## src/rtl/dmem_arbiter_if.sv

```systemverilog
// Requester-side handshake and memory-side strobe/data bundle for dmem_arbiter.
interface dmem_arbiter_if #(
    parameter int ADDR_W = 6,
    parameter int DATA_W = 32
);
    logic              req0, req1;
    logic              we0, we1;
    logic [ADDR_W-1:0] addr0, addr1;
    logic [DATA_W-1:0] wdata0, wdata1;
    logic              done0, done1;
    logic              err0, err1;
    logic [DATA_W-1:0] rdata0, rdata1;
    logic [ADDR_W-1:0] memAddr;
    logic [DATA_W-1:0] memDataIn;
    logic [DATA_W-1:0] memDataOut;
    logic              memRead, memWrite;
    logic              busy;

    modport slave (
        input  req0, req1, we0, we1, addr0, addr1, wdata0, wdata1, memDataOut,
        output done0, done1, err0, err1, rdata0, rdata1,
               memAddr, memDataIn, memRead, memWrite, busy
    );

    modport master (
        output req0, req1, we0, we1, addr0, addr1, wdata0, wdata1, memDataOut,
        input  done0, done1, err0, err1, rdata0, rdata1,
               memAddr, memDataIn, memRead, memWrite, busy
    );
endinterface

```

## src/rtl/dmem_arbiter.sv

```systemverilog
// Round-robin two-port sequencer for a byte-addressed, big-endian word memory.
module dmem_arbiter #(
    parameter int ADDR_W = 6,
    parameter int DATA_W = 32,
    parameter int RD_LAT = 1
) (
    input  logic          clk,
    input  logic          reset,
    dmem_arbiter_if.slave bus
);
    typedef enum logic [1:0] {S_IDLE, S_RD, S_WR, S_DONE} state_t;

    // Highest address whose four bytes still fit inside the memory.
    localparam logic [ADDR_W-1:0] MAX_ADDR = ADDR_W'((1 << ADDR_W) - 4);
    localparam logic [1:0]        CNT_INIT = 2'(RD_LAT - 1);

    state_t            state_q, state_d;
    logic              id_q, last_id_q, err_q;
    logic [1:0]        cnt_q, cnt_d;
    logic [ADDR_W-1:0] mem_addr_q;
    logic [DATA_W-1:0] mem_din_q, rdata0_q, rdata1_q;

    logic              grant, grant_id, sel_we, addr_err, capture;
    logic [ADDR_W-1:0] sel_addr;
    logic [DATA_W-1:0] sel_wdata;

    always_comb begin
        state_d   = state_q;
        cnt_d     = cnt_q;
        grant     = 1'b0;
        grant_id  = id_q;
        capture   = 1'b0;
        sel_we    = 1'b0;
        sel_addr  = '0;
        sel_wdata = '0;
        addr_err  = 1'b0;
        case (state_q)
            S_IDLE: begin
                if (bus.req0 || bus.req1) begin
                    grant     = 1'b1;
                    // On a tie the port that was not served last takes the grant.
                    grant_id  = (bus.req0 && bus.req1) ? ~last_id_q : bus.req1;
                    sel_we    = grant_id ? bus.we1    : bus.we0;
                    sel_addr  = grant_id ? bus.addr1  : bus.addr0;
                    sel_wdata = grant_id ? bus.wdata1 : bus.wdata0;
                    addr_err  = (sel_addr > MAX_ADDR);
                    if (addr_err) begin
                        state_d = S_DONE;
                    end else if (sel_we) begin
                        state_d = S_WR;
                    end else begin
                        state_d = S_RD;
                        cnt_d   = CNT_INIT;
                    end
                end
            end
            S_WR: state_d = S_DONE;
            S_RD: begin
                if (cnt_q == 2'd0) begin
                    capture = 1'b1;
                    state_d = S_DONE;
                end else begin
                    cnt_d = cnt_q - 2'd1;
                end
            end
            S_DONE:  state_d = S_IDLE;
            default: state_d = S_IDLE;
        endcase
    end

    always_ff @(posedge clk or posedge reset) begin
        if (reset) state_q <= S_IDLE;
        else       state_q <= state_d;
    end

    always_ff @(posedge clk or posedge reset) begin
        if (reset) begin
            id_q       <= 1'b0;
            last_id_q  <= 1'b1;
            err_q      <= 1'b0;
            cnt_q      <= 2'd0;
            mem_addr_q <= '0;
            mem_din_q  <= '0;
            rdata0_q   <= '0;
            rdata1_q   <= '0;
        end else begin
            cnt_q <= cnt_d;
            if (grant) begin
                id_q      <= grant_id;
                last_id_q <= grant_id;
                err_q     <= addr_err;
                // Rejected accesses leave the memory-side registers untouched.
                if (!addr_err) begin
                    mem_addr_q <= sel_addr;
                    if (sel_we) mem_din_q <= sel_wdata;
                end
            end
            if (capture) begin
                if (id_q) rdata1_q <= bus.memDataOut;
                else      rdata0_q <= bus.memDataOut;
            end
        end
    end

    assign bus.memRead   = (state_q == S_RD);
    assign bus.memWrite  = (state_q == S_WR);
    assign bus.busy      = (state_q != S_IDLE);
    assign bus.done0     = (state_q == S_DONE) && !id_q;
    assign bus.done1     = (state_q == S_DONE) &&  id_q;
    assign bus.err0      = bus.done0 && err_q;
    assign bus.err1      = bus.done1 && err_q;
    assign bus.memAddr   = mem_addr_q;
    assign bus.memDataIn = mem_din_q;
    assign bus.rdata0    = rdata0_q;
    assign bus.rdata1    = rdata1_q;
endmodule

```

## src/flat_wrapper.sv

```systemverilog
// flat-port wrapper written by rule: the top's interface ports become plain ports
module dmem_arbiter_flat 
#(
    parameter int ADDR_W = 6,
    parameter int DATA_W = 32,
    parameter int RD_LAT = 1
)
  (clk, reset, bus_req0, bus_req1, bus_we0, bus_we1, bus_addr0, bus_addr1, bus_wdata0, bus_wdata1, bus_memDataOut, bus_done0, bus_done1, bus_err0, bus_err1, bus_rdata0, bus_rdata1, bus_memAddr, bus_memDataIn, bus_memRead, bus_memWrite, bus_busy);
  dmem_arbiter_if #(.ADDR_W(ADDR_W), .DATA_W(DATA_W)) bus_i ();
  input  logic clk;
  input  logic reset;
  input wire logic [$bits(bus_i.req0)-1:0] bus_req0;
  input wire logic [$bits(bus_i.req1)-1:0] bus_req1;
  input wire logic [$bits(bus_i.we0)-1:0] bus_we0;
  input wire logic [$bits(bus_i.we1)-1:0] bus_we1;
  input wire logic [$bits(bus_i.addr0)-1:0] bus_addr0;
  input wire logic [$bits(bus_i.addr1)-1:0] bus_addr1;
  input wire logic [$bits(bus_i.wdata0)-1:0] bus_wdata0;
  input wire logic [$bits(bus_i.wdata1)-1:0] bus_wdata1;
  input wire logic [$bits(bus_i.memDataOut)-1:0] bus_memDataOut;
  output wire logic [$bits(bus_i.done0)-1:0] bus_done0;
  output wire logic [$bits(bus_i.done1)-1:0] bus_done1;
  output wire logic [$bits(bus_i.err0)-1:0] bus_err0;
  output wire logic [$bits(bus_i.err1)-1:0] bus_err1;
  output wire logic [$bits(bus_i.rdata0)-1:0] bus_rdata0;
  output wire logic [$bits(bus_i.rdata1)-1:0] bus_rdata1;
  output wire logic [$bits(bus_i.memAddr)-1:0] bus_memAddr;
  output wire logic [$bits(bus_i.memDataIn)-1:0] bus_memDataIn;
  output wire logic [$bits(bus_i.memRead)-1:0] bus_memRead;
  output wire logic [$bits(bus_i.memWrite)-1:0] bus_memWrite;
  output wire logic [$bits(bus_i.busy)-1:0] bus_busy;
  assign bus_i.req0 = bus_req0;
  assign bus_i.req1 = bus_req1;
  assign bus_i.we0 = bus_we0;
  assign bus_i.we1 = bus_we1;
  assign bus_i.addr0 = bus_addr0;
  assign bus_i.addr1 = bus_addr1;
  assign bus_i.wdata0 = bus_wdata0;
  assign bus_i.wdata1 = bus_wdata1;
  assign bus_i.memDataOut = bus_memDataOut;
  assign bus_done0 = bus_i.done0;
  assign bus_done1 = bus_i.done1;
  assign bus_err0 = bus_i.err0;
  assign bus_err1 = bus_i.err1;
  assign bus_rdata0 = bus_i.rdata0;
  assign bus_rdata1 = bus_i.rdata1;
  assign bus_memAddr = bus_i.memAddr;
  assign bus_memDataIn = bus_i.memDataIn;
  assign bus_memRead = bus_i.memRead;
  assign bus_memWrite = bus_i.memWrite;
  assign bus_busy = bus_i.busy;
  dmem_arbiter #(.ADDR_W(ADDR_W), .DATA_W(DATA_W), .RD_LAT(RD_LAT)) u_core (.clk(clk), .reset(reset), .bus(bus_i));
endmodule
```

## config.mk

```make
export PLATFORM = sky130hd
export DESIGN_NAME = dmem_arbiter_flat
export DESIGN_NICKNAME = d
export VERILOG_FILES = /design/src/rtl/dmem_arbiter_if.sv /design/src/rtl/dmem_arbiter.sv /design/src/flat_wrapper.sv
export SDC_FILE = /design/constraint.sdc
export NUM_CORES = 1
export LEC_CHECK = 0
export CORE_MARGIN = 5
export CORE_UTILIZATION = 37
export CTS_CLUSTER_SIZE = 28
export DETAILED_ROUTE_END_ITERATION = 6
export GPL_TIMING_DRIVEN = 0
export PLACE_DENSITY = 0.76
export SLEW_MARGIN = 20
export SYNTH_ARGS = -nofsm -noshare
export SYNTH_HDL_FRONTEND = slang
export SYNTH_SLANG_ARGS = --single-unit
```

## constraint.sdc

```tcl
create_clock -name clk -period 4.5 [get_ports clk]
set_input_delay 0.9 -clock clk [delete_from_list [all_inputs] [get_ports clk]]
set_output_delay 0.9 -clock clk [all_outputs]
set_load 0.01 [all_outputs]
```

-- Word level (Yosys, flattened, before mapping)
Index checks and enable logic that the tools add are counted.
- register bits after elaboration: 109
- input port bits: 114
- output and inout bits: 109
- logic and storage cells: 67
- $add $sub $neg: 1
- order comparisons: 1
- eq/ne operators: 8
- mux-type cells: 28
- bitwise gates (word level): 3
- reductions and logical operators: 17
- operators with widths (kind ; number):
    32-bit two-way mux ; 3
    6-bit two-way mux ; 3
    2-bit two-way mux ; 8
    1-bit two-way mux ; 12
    2-bit one-hot mux with 4 select lines ; 1
    2-bit AND reduction ; 4
    6-bit greater-than comparator, second input constant ; 1
    2-bit inequality test, second input constant ; 3
    1-bit logical AND ; 5
    5-bit AND reduction ; 1
    2-bit == test, second input constant ; 2
    2-bit logical NOT ; 2
    2-bit by 1-bit inequality test with 1-bit output, second input constant ; 2
    2-bit one-hot mux with 2 select lines ; 1
    2-bit nonzero test ; 2
    1-bit inverter ; 3
    3-bit AND reduction ; 1
    2-bit by 1-bit == test with 1-bit output, second input constant ; 1
    2-bit by 1-bit subtractor with 2-bit output, second input constant ; 1
    1-bit logical NOT ; 1
    1-bit logical OR ; 1

-- Depth between registers and ports, before layout
Gate-level depths: netlist of run 1.
- word-level depth: 8
- mapped depth: 8
- depth with buffers taken out: 6

-- Worst setup path after synthesis of run 1
No wires, ideal clock.
- path kind: in2reg
- start point: in bus_req1
- end point: reg u_core.mem_addr_q[0] (netlist: u_core.bus.memAddr[0])
- setup time: 125 ps
- data arrival time: 1939 ps
- data required time: 4375 ps
- path slack: 2436 ps
- cell stages on the path: 4
- buffers on the path: 0
- path through: a21boi_2 nor3_1 nor3_2 mux2_2
- word-level cells in the longest chain between the ends: 8
- elaborated cells on any way between the ends: 13
- classes of those cells: order compare: 1; mux: 8; bitwise: 1; reduce/logical: 3
- ends and longest elaborated chain (element ; line ; text):
    start: declaration ; flat_wrapper.sv:13 ; input wire logic [$bits(bus_i.req1)-1:0] bus_req1;
    1-bit logical AND ; dmem_arbiter.sv:42 ; grant_id = (bus.req0 && bus.req1) ? ~last_id_q : bus.req1;
    1-bit two-way mux ; dmem_arbiter.sv:42 ;
    6-bit two-way mux ; dmem_arbiter.sv:44 ; sel_addr = grant_id ? bus.addr1 : bus.addr0;
    6-bit greater-than comparator ; dmem_arbiter.sv:46 ; addr_err = (sel_addr > MAX_ADDR);
    1-bit two-way mux ; dmem_arbiter.sv:39 ; if (bus.req0 || bus.req1) begin
    1-bit two-way mux ; dmem_arbiter.sv:37 ; case (state_q)
    1-bit inverter (no source line) ; -- ;
    2-bit AND reduction (no source line) ; -- ;
    end signal: assignment ; dmem_arbiter.sv:94 ; mem_addr_q <= sel_addr;
    end: declaration ; dmem_arbiter.sv:20 ; logic [ADDR_W-1:0] mem_addr_q;
Parallel ways exist; a longest one is shown, timed or not.
A chain may end at the register's enable or synchronous reset.

-- Final worst setup path of run 1
- start point: reg u_core.state_q[0]
- end point: out bus_busy
- word-level cells in the longest chain between the ends: 1
- ends and longest elaborated chain (element ; line ; text):
    start: declaration ; dmem_arbiter.sv:17 ; state_t state_q, state_d;
    start signal: assignment ; dmem_arbiter.sv:73 ; else state_q <= state_d;
    2-bit nonzero test ; dmem_arbiter.sv:107 ; assign bus.busy = (state_q != S_IDLE);
    end: declaration ; flat_wrapper.sv:31 ; output wire logic [$bits(bus_i.busy)-1:0] bus_busy;
No other way between the ends.

==> results of run 1 <==
[layout make-up]
cell class,instances,area [sq um]
clock buffers,10,239
well taps,172,215
multi-input cells,265,1780
fillers,1070,5050
clock inverters,4,48.8
inverters,7,31.3
plain buffers,22,120
flip-flops and latches,109,2730
repair buffers,223,2250
[cells in the mapped netlist, types with 2 or more instances]
library cell	count	area share
mux2i_1	5	0.011
o211ai_1	2	0.0032
inv_1	7	0.0056
nor2b_1	2	0.0027
mux2_2	68	0.16
dfrtp_1	108	0.58
o21ai_0	3	0.0032
nand4_1	2	0.0027
buf_2	12	0.013
a31oi_1	34	0.046
a21oi_1	2	0.0022
a2bb2oi_1	2	0.0038
nand2_1	80	0.064
nor3_2	2	0.0043
buf_6	3	0.0073
clkbuf_1	6	0.0048
nand2b_1	2	0.0027
ha_1	5	0.013
nor2_1	43	0.035
[power by group through the flow]
stage | registers (uW) | logic, uW | clock network (uW)
after floorplan | 1970 | 906 | 0
after global placement | 1750 | 2420 | 0
after detailed placement | 1780 | 2480 | 0
after CTS | 1770 | 2490 | 808
after global routing | 1830 | 2650 | 840
final | 1760 | 2450 | 786
[layout by cell type, fill, tap and decap left out, types with 2 or more instances in the layout]
cell             netlist  final
clkinv_2               0      2
nor2_1                43     43
clkbuf_1               6      6
buf_2                 12     12
inv_6                  0      2
nand2_1               80     80
clkbuf_16              0      9
ha_1                   5      5
clkdlybuf4s50_1        0    222
nor2b_1                2      2
nand4_1                2      2
nand2b_1               2      2
o21ai_0                3      3
a2bb2oi_1              2      2
buf_6                  3      3
mux2i_1                5      5
mux2_2                68     68
dfrtp_1              108    108
a21oi_1                2      2
nor3_2                 2      2
inv_1                  7      6
o211ai_1               2      2
a31oi_1               34     34
[per-layer routing]
layer / share of wire / vias up / GRT usage
li1: - / 1847 / -
met5: 0 / - / 0
met3: 0.060 / 22 / 0.0390
met2: 0.51 / 135 / 0.315
met4: 0.022 / 0 / 0.0742
met1: 0.41 / 1894 / 0.219
[state kept, by name, indices dropped and copies added, names as in the netlist]
name / flops
u_core.state_q: 2
u_core.err_q: 1
u_core.last_id_q: 1
u_core.cnt_q: 2
u_core.bus.memAddr: 6
u_core.bus.rdata0: 32
u_core.bus.rdata1: 32
u_core.id_q: 1
u_core.bus.memDataIn: 32
[kinds of logic (layout without fill, tap and decap cells)]
logic type               count (synthesis)  count (layout)
flip-flops                             109             109
AND/OR/NAND/NOR                        136             136
adder cells (fa/ha/maj)                  5               5
buffers and inverters                   29             266
AO/OA/AOI/OAI                           50              50
multiplexers                            74              74
[worst paths after layout]
path | start | end | depth (start not counted)
max | u_core.state_q[0] | bus_busy | 5
min in group asynchronous | reset | u_core.bus.rdata1[9] | 2
max in group asynchronous | reset | u_core.bus.rdata1[17] | 3
max reg2reg | u_core.state_q[0] | u_core.bus.memAddr[2] | 6
min reg2reg | u_core.bus.rdata0[23] | u_core.bus.rdata0[23] | 1
min | u_core.bus.rdata0[23] | u_core.bus.rdata0[23] | 1
[critical path, delay by kind of cell, from the launching register on]
family | cells | cell delay [ns]
flops | 1 | 0.40
buf+inv | 4 | 0.95
fa+ha+maj | 1 | 0.19
[stage by stage]
| step | instances | util | area [sq um] | hold WS, ns | power (uW) |
|---|---|---|---|---|---|
| after CTS | 812 | 0.595 | 7410 | 0.507 | 5070 |
| after global placement | 797 | 0.569 | 7090 | 0.484 | 4170 |
| after floorplan | 403 | - | 4660 | 0.481 | 2880 |
| after detailed placement | 798 | 0.572 | 7130 | 0.488 | 4260 |
| final | 812 | 0.595 | 7410 | 0.503 | 5000 |
| after global routing | 812 | 0.595 | 7410 | 0.523 | 5310 |
==> flow_metrics.tcl, run 1 <==
set metrics [dict create \
    status "completed" \
    hold_viol_final 0 \
    cap_violations 0 \
    internal-power_uw 3390 \
    antenna_found_initial 0 \
    cts_hold_buf 0 \
    gp_congestion 0.797 \
    drtIter0Drc 192 \
    drive_gt1_frac 0.164 \
    reg2reg_slack_ns 2.40 \
    finalClockSkew_ns 0.00944 \
    die_y_um 122 \
    worst_pin_slew_ns 0.640 \
    layout.nets 756 \
    yosys_most_used_dff "dfrtp_1" \
    period_share 0.618 \
    min_path_type "reg2reg" \
    netSwitchingFraction 0.323 \
    synth_xor_area_frac 0 \
    syn_avg_cell_area_sq_um 11.6 \
    htree_num_levels 3 \
    finalMaxSlewViolations 0 \
    slew_headroom 0.569 \
    synth_edf_count 0 \
    synthCells 403 \
    cts.sinks 109 \
    rsz0062_at_grt "no" \
    boundaryPins 223 \
    initial_core_util 0.373 \
    ys_seq_area_frac 0.586 \
    cp_common_cell "inv_1" \
    dr_total_vias 3898 \
    synth_nets 522 \
    setup_viol 0 \
    cp.arrival_ns 1.88 \
    grt_usage 0.182 \
    synth_fa_ha_area_frac 0.0134 \
    drtPass1Iterations 4 \
    critPathKind "reg2out" \
    p_leak_uw 0.00311 \
    wl_per_cell_um 16.7 \
    start_kind "flip-flop" \
    core_area_sq_um 12500 \
    critical_path_required_ns 3.60 \
    numCtsBuffers 9 \
    vias_per_cell 4.80 \
    vdd_ir_drop_max_v 0.000331 \
    yosysWarningCount 0 \
    wl_mm 13.5 \
    grt_pass1_vias 4223 \
    synth_top_family_by_area "multiplexers" \
    critPathCaptureType "output pin" \
    cts_setup_buffers 0 \
    port_buffers 222 \
    insertion_delay_ns 0.35 \
    synth-simple-area-share 0.118 \
    dp_slack_ns 1.63 \
    netSwitchingPower_uw 1620 \
    die_w_um 122 \
    p_per_area_nw_per_um2 675 \
    fmax_mhz 359 \
    clockBufferDepth 2 \
    grt_first_pass_wirelength_mm 21.3 \
    grt_overflow_total 0 \
    synthesis.area_sq_um 4660 \
    critPathSlowestCell "clkdlybuf4s50_1" \
    seqPwrFrac 0.353 \
    period_minus_slack_ns 2.78 \
    synthArstFlopShare 1.00 \
    cts_root_buf "clkbuf_16" \
    route.detailed.drc 0 \
    die_area_sq_um 14900 \
    rows 41 \
    cts_tree "yes" \
    ys_types 34 \
    fin_ws_ns 1.72 \
    synth.ff_latch_count 109 \
    grt_max_degree 57 \
    path_cells "inv_1, ha_1, buf_2, inv_1, clkdlybuf4s50_1" \
    ant_nets 0 \
    finalSetupTns_ns 0 \
    synth-compound-area-share 0.0734 \
    clkPwrFrac 0.157 \
    ctsResizeCount 0 \
    area_delta_synth_final_pct 59.2 \
    p_comb_frac 0.490 \
    antennaDiodeCount 0 \
    clk_pin_slew_ns 0.07 \
    cp_max_fo 9 \
    synthMuxAreaShare 0.178 \
    slowest_delay_ns 0.57 \
    dpl.hpwl_mm 10.4 \
]
Power figures use the tool's default switching activity.
==> run 2: changes to the inputs <==
==> constraint.sdc (replaced) <==
create_clock -name clk -period 2.64 [get_ports clk]
set_input_delay 0.528 -clock clk [delete_from_list [all_inputs] [get_ports clk]]
set_output_delay 0.528 -clock clk [all_outputs]
set_load 0.01 [all_outputs]
==> run 2 against run 1 <==
Effect of this change:
- worst setup slack got worse by 1.5 ns
- largest power group unchanged
- largest cell class unchanged
- critical path type unchanged
- clock power increased by 100%
- critical endpoint unchanged
- register-to-register slack got worse by 1.8 ns
==> flow_metrics.tcl, run 2 (synthesized netlist as in run 1, its figures left out) <==
set metrics [dict create \
    status "completed" \
    vdd_ir_drop_max_v 0.000612 \
    numCtsBuffers 9 \
    slowest_delay_ns 0.58 \
    critPathSlowestCell "clkdlybuf4s50_1" \
    area_delta_synth_final_pct 61.4 \
    critical_path_required_ns 2.11 \
    final_util 0.603 \
    grt_max_degree 35 \
    port_buffers 222 \
    setup_viol 0 \
    period_minus_slack_ns 2.44 \
    finalMaxSlewViolations 0 \
    cap_violations 0 \
    clockBufferDepth 2 \
    gp_congestion 0.767 \
    drive_gt1_frac 0.168 \
    worst_pin_slew_ns 0.796 \
    route.detailed.drc 0 \
    drtIter0Drc 157 \
    layout.nets 758 \
    grt_pass1_vias 4272 \
    fin_ws_ns 0.197 \
    wl_per_cell_um 16.8 \
    worst-path-buf-inv 4 \
    critPathKind "reg2out" \
    dp_slack_ns 0.115 \
    cts_tree "yes" \
    grt_overflow_total 0 \
    cts_hold_buf 0 \
    cts.sinks 109 \
    dr_total_vias 3963 \
    p_per_area_nw_per_um2 1170 \
    vias_per_cell 4.86 \
    htree_num_levels 3 \
    layout_common_cells "222 x clkdlybuf4s50_1, 108 x dfrtp_1, 80 x nand2_1" \
    rsz0062_at_grt "no" \
    fmax_mhz 409 \
    final_common_cell "clkdlybuf4s50_1" \
    crit_family "buffers and inverters" \
    cp_max_fo 9 \
    grt_usage 0.187 \
    cp_common_cell "inv_1" \
    ant_nets 0 \
    multi_input_area_sq_um 1780 \
    critPathCaptureType "output pin" \
    hold_viol_final 0 \
    core_area_sq_um 12500 \
    dpl.hpwl_mm 10.7 \
    clk_pin_slew_ns 0.07 \
    fillerInstances 1044 \
    cts_root_buf "clkbuf_16" \
    place_inst 800 \
    seq_area_sq_um 2730 \
    min_path_type "reg2reg" \
    whs_ns 0.500 \
    final_cells 816 \
    grt_first_pass_wirelength_mm 21.6 \
    die_y_um 122 \
    period_share 0.926 \
    die_area_sq_um 14900 \
    finalClockSkew_ns 0.00798 \
    antenna_found_initial 0 \
    wl_mm 13.7 \
    boundaryPins 223 \
    antennaDiodeCount 0 \
    cp.arrival_ns 1.92 \
    die_w_um 122 \
    slew_headroom 0.468 \
    drtPass1Iterations 4 \
    path_cells "inv_1, ha_1, buf_2, inv_1, clkdlybuf4s50_1" \
    start_kind "flip-flop" \
    insertion_delay_ns 0.35 \
    cts_setup_buffers 0 \
    rows 41 \
    initial_core_util 0.373 \
    p_leak_uw 0.00314 \
    ctsResizeCount 0 \
]
-- run 2: cell types whose count changed in the layout (fill, tap and decap cells not counted), sizes merged --
cell,previous run,this run
clkbuf,16,17
buf,17,19
clkinvlp,0,2
inv,8,7
bufinv,1,3
clkinv,2,0
-- run 2: final timing paths --
kind / from / end / slack [ns] / cells after the start
min reg2reg: u_core.bus.memAddr[5] / u_core.bus.memAddr[5] / 0.50 / 1
max: u_core.state_q[0] / bus_busy / 0.20 / 5
min: u_core.bus.memAddr[5] / u_core.bus.memAddr[5] / 0.50 / 1
min in group asynchronous: reset / u_core.bus.rdata0[8] / 0.67 / 2
max in group asynchronous: reset / u_core.bus.memDataIn[1] / 1.21 / 4
max reg2reg: u_core.state_q[0] / u_core.bus.memAddr[2] / 0.55 / 6
-- run 2: metal layers --
layer	share of wire	up-vias	global-route usage
met1	0.40	1959	0.219
met3	0.065	19	0.0585
met5	0	-	0
li1	-	1861	-
met4	0.022	0	0.0644
met2	0.52	124	0.323
-- run 2: report_power, final --
| group | leakage (uW) | internal [uW] | total (uW) | switching, uW |
|---|---|---|---|---|
| clock network | 0.000166 | 957 | 1570 | 617 |
| registers | 0.00126 | 2540 | 3000 | 464 |
| logic | 0.00172 | 2490 | 4190 | 1690 |
-- run 2: worst reg2reg max path: stages, from the launching register on --
cell     delay (ns)
dfrtp_1        0.42
inv_1          0.10
ha_1           0.15
buf_2          0.18
o21ai_0        0.25
nor3_2         0.49
mux2_2         0.40
-- run 2: cell type report --
cell class,instances,share of cell area
buffer,22,0.0160
clock buffer,11,0.0323
clock inverter,5,0.0142
inverter,7,0.00400
multi-input combinational,265,0.237
sequential,109,0.363
tap,172,0.0286
timing repair buffer,225,0.305
-- run 2: metrics by stage --
step / total power (uW) / TNS, ns / area (sq um)
5_1_grt: 9270 / 0 / 7510
6_report: 8760 / 0 / 7510
4_1_cts: 8870 / 0 / 7510
3_5_place_dp: 7270 / 0 / 7160
3_3_place_gp: 7090 / -25.43 / 7100
2_1_floorplan: 4900 / 0 / 4660
==> run 3: changes to the inputs <==
--- a/config.mk
+++ b/config.mk
@@ -5,7 +5,7 @@
 export SDC_FILE = /design/constraint.sdc
 export NUM_CORES = 1
 export LEC_CHECK = 0
-export CORE_MARGIN = 5
+export CORE_MARGIN = 2
 export CORE_UTILIZATION = 37
 export CTS_CLUSTER_SIZE = 28
 export DETAILED_ROUTE_END_ITERATION = 6
==> run 3 against run 2 <==
Effect of this change:
- utilization grew 0.74 points
- sequential cell count is the same
- critical path depth is the same
- first-iteration DRC count grew 10%
- final area shrank 1.2%
- total power shrank 4.1%
- sequential share of layout area grew 0.46 points
- critical path type unchanged
- critical endpoint unchanged
- largest power group unchanged
- highest routed layer unchanged
==> flow_metrics.tcl, run 3 (synthesized netlist as in run 1, its figures left out) <==
set metrics [dict create \
    finalSetupTns_ns 0 \
    cp.arrival_ns 1.91 \
    drtIter0Drc 173 \
    critical_path_required_ns 2.11 \
    core_area_sq_um 12200 \
    ctsResizeCount 0 \
    grt_overflow_total 0 \
    route.detailed.drc 0 \
    die_area_sq_um 13500 \
    fillerInstances 1006 \
    gp_congestion 0.813 \
    final_util 0.610 \
    internal-power_uw 5670 \
    r2r-end "u_core.bus.memAddr[1]" \
    insertion_delay_ns 0.34 \
    cts_root_buf "clkbuf_16" \
    p_per_area_nw_per_um2 1130 \
    dr_total_vias 3926 \
    wl_per_cell_um 15.6 \
    netSwitchingFraction 0.325 \
    worst_pin_slew_ns 0.598 \
    port_buffers 222 \
    drive_gt1_frac 0.166 \
    hold_start "u_core.bus.rdata1[24]" \
    final_common_cell "clkdlybuf4s50_1" \
    critPathCaptureType "output pin" \
    slew_headroom 0.597 \
    clkPwrFrac 0.147 \
    htree_num_levels 3 \
    grt_first_pass_wirelength_mm 19.7 \
    cts_tree "yes" \
    rsz0062_at_grt "no" \
    multi_input_area_sq_um 1780 \
    vias_per_cell 4.83 \
    layout_common_cells "222 x clkdlybuf4s50_1, 108 x dfrtp_1, 80 x nand2_1" \
    wl_mm 12.7 \
    area_delta_synth_final_pct 59.4 \
    rows 40 \
    clockBufferDepth 2 \
    cp_max_fo 9 \
    clk_pin_slew_ns 0.07 \
    grt_usage 0.188 \
    start_kind "flip-flop" \
    cts_hold_buf 0 \
    setup_viol 0 \
    die_y_um 116 \
    place_inst 796 \
    grt_max_degree 32 \
    reg2reg_from "u_core.state_q[0]" \
    antennaDiodeCount 0 \
    hold_viol_final 0 \
    antenna_found_initial 0 \
    layout.nets 758 \
    holdPathStages 1 \
    initial_core_util 0.383 \
    die_w_um 116 \
    p_comb_frac 0.496 \
    seqPwrFrac 0.357 \
    whs_endpoint "u_core.bus.rdata1[24]" \
    reg2reg_slack_ns 0.54 \
    critPathKind "reg2out" \
    min_path_type "reg2reg" \
    vdd_ir_drop_max_v 0.000516 \
    cts.sinks 109 \
    final_cells 812 \
    finalMaxSlewViolations 0 \
    ant_nets 0 \
    cts_setup_buffers 0 \
    netSwitchingPower_uw 2730 \
    dpl.hpwl_mm 9.89 \
    r2r_cells 6 \
    grt_pass1_vias 3990 \
    period_minus_slack_ns 2.44 \
    fmax_mhz 409 \
    boundaryPins 223 \
    period_share 0.925 \
    whs_ns 0.506 \
    finalClockSkew_ns 0.00672 \
    drtPass1Iterations 4 \
    numCtsBuffers 9 \
    seq_area_sq_um 2730 \
    cap_violations 0 \
    p_leak_uw 0.00310 \
    status "completed" \
]
run 3: cell count changes in the layout (fill, tap and decap cells not counted), sizes merged:
cell and change:
bufinv -3, clkinv +3
run 3: power by group through the flow:
stage | combinational (uW) | clock [uW] | sequential [uW]
after floorplan | 1540 | 0 | 3360
after global placement | 4090 | 0 | 2980
after detailed placement | 4210 | 0 | 3030
after CTS | 4230 | 1280 | 3000
after global routing | 4490 | 1340 | 3090
final | 4170 | 1230 | 3000
run 3: layer usage:
metal	wire length, um	track usage	up-vias	part of all wire
li1	-	-	1856	-
met1	5300	0.229	1908	0.42
met2	6350	0.328	139	0.50
met3	726	0.0368	23	0.057
met4	330	0.0802	0	0.026
met5	0	0	-	0
run 3: worst max path at each step:
| stage | endpoint | cells past startpoint | from | slack (ns) |
|---|---|---|---|---|
| 2_1_floorplan | u_core.bus.memAddr[0] | 1 | reset | 0.80 |
| 3_3_place_gp | u_core.bus.memDataIn[16] | 2 | reset | -0.26 |
| 3_5_place_dp | u_core.bus.memAddr[2] | 5 | bus_req1 | 0.16 |
| 4_1_cts | bus_busy | 5 | u_core.state_q[0] | 0.19 |
| 5_1_grt | bus_busy | 5 | u_core.state_q[0] | 0.1 |
| 6_report | bus_busy | 5 | u_core.state_q[0] | 0.20 |
run 3: metrics by stage:
| stage | setup slack [ns] | instance area, sq um | power [uW] |
|---|---|---|---|
| after floorplan | 0.797 | 4660 | 4900 |
| after global placement | -0.258 | 7090 | 7070 |
| after detailed placement | 0.161 | 7150 | 7230 |
| after CTS | 0.189 | 7420 | 8510 |
| after global routing | 0.0982 | 7420 | 8930 |
| final | 0.198 | 7420 | 8400 |
run 3: area by class of cell:
cell class | count | area share
Clock buffer | 11 | 0.0314
Buffer | 22 | 0.0162
Tap cell | 168 | 0.0283
Timing Repair Buffer | 225 | 0.308
Multi-Input combinational cell | 265 | 0.240
Clock inverter | 5 | 0.00472
Sequential cell | 109 | 0.368
Inverter | 7 | 0.00405
run 3: critical path, stage by stage (launching register included):
cell             delay, ns
dfrtp_1               0.40
inv_1                 0.08
ha_1                  0.20
buf_2                 0.17
inv_1                 0.15
clkdlybuf4s50_1       0.58
